[config.mk]
export PLATFORM = sky130hd
export DESIGN_NAME = instr_fetch_unit_flat
export DESIGN_NICKNAME = d
export VERILOG_FILES = /design/src/rtl/instr_fetch_unit_if.sv /design/src/rtl/instr_fetch_unit.sv /design/src/flat_wrapper.sv
export SDC_FILE = /design/constraint.sdc
export NUM_CORES = 1
export LEC_CHECK = 0
export ABC_CLOCK_PERIOD_IN_PS = 3750
export BUFFER_PORTS_ARGS = -buffer_cell sky130_fd_sc_hd__buf_2
export CORE_UTILIZATION = 50
export DETAILED_ROUTE_END_ITERATION = 7
export PLACE_DENSITY = 0.76
export RECOVER_POWER = 25
export SLEW_MARGIN = 20
export SYNTH_ARGS = -nofsm -noshare
export SYNTH_HDL_FRONTEND = slang
export SYNTH_SLANG_ARGS = --single-unit
export TNS_END_PERCENT = 10
[constraint.sdc]
create_clock -name CLK -period 3.75 [get_ports CLK]
set_input_delay 0.375 -clock CLK [delete_from_list [all_inputs] [get_ports CLK]]
set_output_delay 0.375 -clock CLK [all_outputs]
set_load 0.1 [all_outputs]
[src/rtl/instr_fetch_unit_if.sv]
// Instruction-memory request/response bus: one outstanding request, ack-accepted,
// with a single rvalid-qualified response word per accepted request.
interface instr_fetch_unit_if #(
  parameter int ADDR_W = 64
) ();
  logic              imem_req;
  logic [ADDR_W-1:0] imem_addr;
  logic              imem_ack;
  logic              imem_rvalid;
  logic [31:0]       imem_rdata;

  modport master (
    output imem_req,
    output imem_addr,
    input  imem_ack,
    input  imem_rvalid,
    input  imem_rdata
  );

  modport slave (
    input  imem_req,
    input  imem_addr,
    output imem_ack,
    output imem_rvalid,
    output imem_rdata
  );
endinterface

[src/rtl/instr_fetch_unit.sv]
// LEGv8 fetch front end: single-outstanding imem requester, DEPTH-entry instruction FIFO,
// branch redirect with response draining. Optional opcode legality check: FETCH_OPCODE_CHECK_EN.
module instr_fetch_unit #(
  parameter int                ADDR_W   = 64,
  parameter logic [ADDR_W-1:0] RESET_PC = '0,
  parameter int                DEPTH    = 2
) (
  input  logic                 CLK,
  input  logic                 Reset,
  instr_fetch_unit_if.master   imem,
  input  logic                 redirect,
  input  logic [ADDR_W-1:0]    redirect_pc,
  output logic                 inst_valid,
  input  logic                 inst_ready,
  output logic [31:0]          inst,
  output logic [ADDR_W-1:0]    inst_pc,
  output logic [10:0]          Opcode,
  output logic                 illegal
);

  localparam int PTR_W = (DEPTH > 1) ? $clog2(DEPTH) : 1;
  localparam int CNT_W = PTR_W + 1;

  typedef enum logic [2:0] {
    IDLE  = 3'd0,
    REQ   = 3'd1,
    WAIT  = 3'd2,
    HOLD  = 3'd3,
    DRAIN = 3'd4
  } state_t;

  state_t             state_reg, state_next;
  logic [ADDR_W-1:0]  fetch_pc_reg, fetch_pc_next;
  logic [ADDR_W-1:0]  req_pc_reg;
  logic [PTR_W-1:0]   wr_ptr_reg, rd_ptr_reg;
  logic [CNT_W-1:0]   count_reg, count_after;

  logic [31:0]        inst_mem_reg [DEPTH];
  logic [ADDR_W-1:0]  pc_mem_reg   [DEPTH];
  logic [DEPTH-1:0]   we;

  logic               req;
  logic               accept;
  logic               rsp;
  logic               push;
  logic               pop;

  assign accept = (state_reg == REQ) && imem.imem_ack;
  // Responses only matter while a request is known to be outstanding.
  assign rsp    = ((state_reg == WAIT) || (state_reg == DRAIN)) && imem.imem_rvalid;
  assign push   = (state_reg == WAIT) && imem.imem_rvalid && !redirect;
  assign pop    = inst_valid && inst_ready;

  assign count_after = count_reg + CNT_W'(push) - CNT_W'(pop);

  assign imem.imem_req  = req;
  assign imem.imem_addr = fetch_pc_reg;

  always_comb begin
    state_next    = state_reg;
    fetch_pc_next = fetch_pc_reg;
    req           = 1'b0;
    case (state_reg)
      IDLE: state_next = REQ;
      REQ: begin
        req = 1'b1;
        if (accept) begin
          fetch_pc_next = fetch_pc_reg + ADDR_W'(4);
          state_next    = WAIT;
        end
      end
      WAIT: begin
        if (rsp) begin
          state_next = (count_after < CNT_W'(DEPTH)) ? REQ : HOLD;
        end
      end
      HOLD: begin
        if (count_reg < CNT_W'(DEPTH)) begin
          state_next = REQ;
        end
      end
      DRAIN: begin
        if (rsp) begin
          state_next = REQ;
        end
      end
      default: state_next = IDLE;
    endcase

    // A response landing in the redirect cycle closes the outstanding request,
    // so draining is only needed when one is still in flight afterwards.
    if (redirect) begin
      fetch_pc_next = redirect_pc;
      if (accept ||
          (((state_reg == WAIT) || (state_reg == DRAIN)) && !imem.imem_rvalid)) begin
        state_next = DRAIN;
      end else begin
        state_next = REQ;
      end
    end
  end

  always_ff @(posedge CLK) begin
    if (Reset) begin
      state_reg    <= IDLE;
      fetch_pc_reg <= RESET_PC;
      req_pc_reg   <= RESET_PC;
      wr_ptr_reg   <= '0;
      rd_ptr_reg   <= '0;
      count_reg    <= '0;
    end else begin
      state_reg    <= state_next;
      fetch_pc_reg <= fetch_pc_next;
      if (accept) begin
        req_pc_reg <= fetch_pc_reg;
      end
      if (redirect) begin
        wr_ptr_reg <= '0;
        rd_ptr_reg <= '0;
        count_reg  <= '0;
      end else begin
        if (push) wr_ptr_reg <= wr_ptr_reg + PTR_W'(1);
        if (pop)  rd_ptr_reg <= rd_ptr_reg + PTR_W'(1);
        count_reg <= count_after;
      end
    end
  end

  generate
    for (genvar gi = 0; gi < DEPTH; gi++) begin : g_we
      assign we[gi] = push && (wr_ptr_reg == PTR_W'(gi));
    end
  endgenerate

  // Entries are cleared on reset so the head reads as zero until the first push.
  always_ff @(posedge CLK) begin
    if (Reset) begin
      for (int i = 0; i < DEPTH; i++) begin
        inst_mem_reg[i] <= '0;
        pc_mem_reg[i]   <= '0;
      end
    end else begin
      for (int i = 0; i < DEPTH; i++) begin
        if (we[i]) begin
          inst_mem_reg[i] <= imem.imem_rdata;
          pc_mem_reg[i]   <= req_pc_reg;
        end
      end
    end
  end

  assign inst_valid = (count_reg != '0);
  assign inst       = inst_mem_reg[rd_ptr_reg];
  assign inst_pc    = pc_mem_reg[rd_ptr_reg];
  assign Opcode     = inst[31:21];

`ifdef FETCH_OPCODE_CHECK_EN
  logic [DEPTH-1:0] ill_mem_reg;

  function automatic logic opcode_illegal(input logic [10:0] op);
    logic legal;
    legal = (op == 11'b11111000010) ||   // LDUR
            (op == 11'b11111000000) ||   // STUR
            (op == 11'b10001011000) ||   // ADD
            (op == 11'b11001011000) ||   // SUB
            (op == 11'b10001010000) ||   // AND
            (op == 11'b10101010000) ||   // ORR
            (op[10:3] == 8'b10110100) || // CBZ
            (op[10:5] == 6'b000101);     // B
    return !legal;
  endfunction

  always_ff @(posedge CLK) begin
    if (Reset) begin
      ill_mem_reg <= '0;
    end else begin
      for (int i = 0; i < DEPTH; i++) begin
        if (we[i]) begin
          ill_mem_reg[i] <= opcode_illegal(imem.imem_rdata[31:21]);
        end
      end
    end
  end

  assign illegal = ill_mem_reg[rd_ptr_reg] & inst_valid;
`else
  assign illegal = 1'b0;
`endif

endmodule

[src/flat_wrapper.sv]
// flat-port wrapper written by rule: the top's interface ports become plain ports
module instr_fetch_unit_flat 
#(
  parameter int                ADDR_W   = 64,
  parameter logic [ADDR_W-1:0] RESET_PC = '0,
  parameter int                DEPTH    = 2
)
  (CLK, Reset, redirect, redirect_pc, inst_valid, inst_ready, inst, inst_pc, Opcode, illegal, imem_imem_req, imem_imem_addr, imem_imem_ack, imem_imem_rvalid, imem_imem_rdata);
  instr_fetch_unit_if #(.ADDR_W(ADDR_W)) imem_i ();
  input  logic CLK;
  input  logic Reset;
  input  logic redirect;
  input  logic [ADDR_W-1:0] redirect_pc;
  output logic inst_valid;
  input  logic inst_ready;
  output logic [31:0] inst;
  output logic [ADDR_W-1:0] inst_pc;
  output logic [10:0] Opcode;
  output logic illegal;
  output wire logic [$bits(imem_i.imem_req)-1:0] imem_imem_req;
  output wire logic [$bits(imem_i.imem_addr)-1:0] imem_imem_addr;
  input wire logic [$bits(imem_i.imem_ack)-1:0] imem_imem_ack;
  input wire logic [$bits(imem_i.imem_rvalid)-1:0] imem_imem_rvalid;
  input wire logic [$bits(imem_i.imem_rdata)-1:0] imem_imem_rdata;
  assign imem_imem_req = imem_i.imem_req;
  assign imem_imem_addr = imem_i.imem_addr;
  assign imem_i.imem_ack = imem_imem_ack;
  assign imem_i.imem_rvalid = imem_imem_rvalid;
  assign imem_i.imem_rdata = imem_imem_rdata;
  instr_fetch_unit #(.ADDR_W(ADDR_W), .RESET_PC(RESET_PC), .DEPTH(DEPTH)) u_core (.CLK(CLK), .Reset(Reset), .imem(imem_i), .redirect(redirect), .redirect_pc(redirect_pc), .inst_valid(inst_valid), .inst_ready(inst_ready), .inst(inst), .inst_pc(inst_pc), .Opcode(Opcode), .illegal(illegal));
endmodule
==> reports/results.txt <==
buffers added on ports: 274
most numerous cell in the Yosys netlist: edfxtp_1
worst hold path depth: 3
clock slew seen by the registers of the worst setup and hold paths: 0.06 ns
first-pass GRT wire length: 55780 um
Die W: 170.1 um
FP Rows: 61
post-CTS sizing: 0
Design Power: 8.947 mW
Core ar.: 27780 sq um
Worst Path Class, Setup: input port to flop
Syn Inst Count: 1237
Post-synth top cells: edfxtp_1, nand2_1, dfxtp_1
fin. max-slew vios: 79
vias per cell: 5.740
die area: 28940 sq um
CP Launch Type: input port
post-CTS setup buffers: 0
initial antenna violation count: 2
DRC Markers: 0
Max transition margin: -11.27%
placed insts: 1802
Period minus WS final: 3.124 ns
Hold Fails Final Rpt: 0
unrepaired setup endpoints after global routing: no
GRT Overall Usage: 25.01%
Hold Crit Class: input port to flop
fmax: 320.1 MHz
top_reg_cell synth: edfxtp_1
Critical Path, Cell by Cell: clkbuf_2, inv_1, clkbuf_4, o2111ai_1, a211oi_1
non-filler cells, final: 1866
pwr dens: 529.9 nW/um^2
multi-input logic area: 5125 sq um
Post-synth EDFFs: 192
routed wire length: 36980 um
max incr delay on CP: 1.19 ns
DP Wirelength: 24550 um
failing checks: capacitance limit, slew limit
buffers and inverters on the worst path: 3
VDD IR-drop max: 346.7 uV
clk_lat worst skew: 0.51 ns
CP max stage cell: inv_1
initial DRC count: 807
Layout fillers: 2349
Post-Syn Nets: 1342
DR pass1 iterations: 7
reg2reg setup slack: 0.67 ns
leak pwr: 6.611 nW
register area: 8492 sq um
chip height: 170.1 um
CTS tree: built
per-cell routed wire length: 19.82 um
GRT overflow: 0
largest net degree at the start of global routing: 79
R2R cell count: 6
Synth area leaders: edfxtp_1, dfxtp_1, mux2_2
Sink Count: 328
share of flip-flops with an asynchronous set or reset: 0%
area of the mapped netlist: 14130 sq um
post-route cell area: 16880 sq um
CTS Buffer Depth: 3
Boundary Pins: 276
GP Congestion: 0.8383
ratio of cells with drive above 1 in the final layout: 27.91%
synthesized area per cell: 11.43 sq um
ANT nets after route: 0
Min Hold Slack: 0.1135 ns
Req. time, crit path: 4.17 ns
via count: 10.71k
family with the most delay on the worst path: buffers and inverters
fin crit share: 83.31%
Synth area leader: edfxtp_1
Initial Util: 50.87%
Layout Utilization: 60.77%
CTS Buf Count: 35
vias in the first global route: 10.19k
setup violators final: 0
Synth cell types: 63
max reg flops: 128
worst reg2reg startpoint: u_core.state_reg[0]$_SDFFE_PP0P_
Area Growth Syn to Fin: 19.46%
Hold Buf Count CTS: 0
actual slew at the worst max-slew pin: 1.669 ns
Critical Path Sink Type: flop
outcome: complete, but fails checks
Syn. warnings: 0
clk_skew: 0.01442 ns
Hold Path End: u_core.imem.imem_addr[4]$_SDFFE_PP0N_
Synth Register Bits: 328
maxcap violations: 1
hold_sp: redirect_pc[4]
Placed Instance Area: 15710 sq um
CP max FO: 66
share of the synthesized area in the top cell type: 40.79%
Seq/Total Area, Yosys: 60.06%
H-tree lvl count: 2
Arrival @ worst endpoint: 3.54 ns
Root Driver: clkbuf_16
final net count: 1566
Worst R2R End: u_core.imem.imem_addr[42]$_SDFFE_PP0N_
[worst max-delay path by stage]
| stage | startpoint | endpoint | slack, ns | cells after the start |
|---|---|---|---|---|
| finish | Reset | u_core.imem.imem_addr[59]$_SDFFE_PP0N_ | 0.63 | 5 |
| global route | Reset | u_core.imem.imem_addr[59]$_SDFFE_PP0N_ | 0.38 | 5 |
| CTS | u_core.state_reg[0]$_SDFFE_PP0P_ | u_core.imem.imem_addr[42]$_SDFFE_PP0N_ | 0.70 | 6 |
| detailed placement | u_core.state_reg[0]$_SDFFE_PP0P_ | u_core.imem.imem_addr[42]$_SDFFE_PP0N_ | 0.74 | 6 |
| global placement | u_core.state_reg[0]$_SDFFE_PP0P_ | u_core.imem.imem_addr[42]$_SDFFE_PP0N_ | 0.80 | 6 |
| floorplan | redirect | u_core.inst_mem_reg[1][0]$_DFFE_PP_ | -0.11 | 7 |
[tightest hold or removal path, stage by stage]
cell and delay [ns]:
buf_2 0.09, nand2_1 0.05, a21oi_1 0.05
[cell type report]
class	instances	share of cell area, %
antenna	1	0.01482
clock buffer	44	5.943
multi-input combinational	792	30.35
tap	378	2.801
timing repair buffer	290	8.804
sequential	328	50.30
inverter	14	0.3187
clock inverter	19	1.467
[where the power goes]
group / internal [mW] / leakage (nW) / switching [mW]
Sequential: 3.94 / 3.10 / 0.126
Combinational: 0.209 / 2.90 / 0.975
Clock: 2.31 / 0.617 / 1.38
[per-stage QoR]
| stage | setup TNS (ns) | setup slack (ns) |
|---|---|---|
| floorplan | -10.58 | -0.1102 |
| global placement | 0 | 0.8024 |
| detailed placement | 0 | 0.7370 |
| CTS | 0 | 0.6994 |
| global route | 0 | 0.3819 |
| finish | 0 | 0.6261 |
[logic make-up after synthesis]
family / count (synthesis) / share of synthesized area, %
AO/OA/AOI/OAI: 170 / 7.773
XOR/XNOR: 33 / 2.045
adder cells (fa/ha/maj): 4 / 0.3364
buffers and inverters: 117 / 3.957
flip-flops: 328 / 60.06
multiplexers: 102 / 8.074
other: 1 / 0.02653
AND/OR/NAND/NOR: 482 / 17.73
[layout by cell type, fill, tap and decap left out, drive strengths merged, types with 3 or more instances in the layout]
cell type and n:
buf 235, edfxtp 192, nand2 169, dfxtp 136, and3 102, clkbuf 99
mux2 96, a21oi 76, nor2 60, nand3 30, nand4 27, a311oi 25
xnor2 24, a211oi 23, o21ai 16, nor4 16, nor3 16, or3 16
inv 14, or4 13, clkinv 12, o31ai 11, and4 10, xor2 9
and2 6, mux2i 6, bufinv 6, or2 4, nand2b 4, o211ai 3
a2111oi 3, o31a 3, ha 3
[routing by layer]
| layer | vias to the layer above | part of all wire [%] | wire length, um | track usage (%) |
|---|---|---|---|---|
| met5 | - | 0.032 | 12 | 0 |
| met4 | 2 | 3.0 | 1126 | 8.852 |
| met3 | 73 | 8.3 | 3069 | 5.884 |
| met2 | 451 | 48 | 17750 | 41.98 |
| met1 | 5167 | 41 | 15020 | 31.53 |
| li1 | 5017 | - | - | - |
Note: power is estimated with default switching activity, not from simulation.
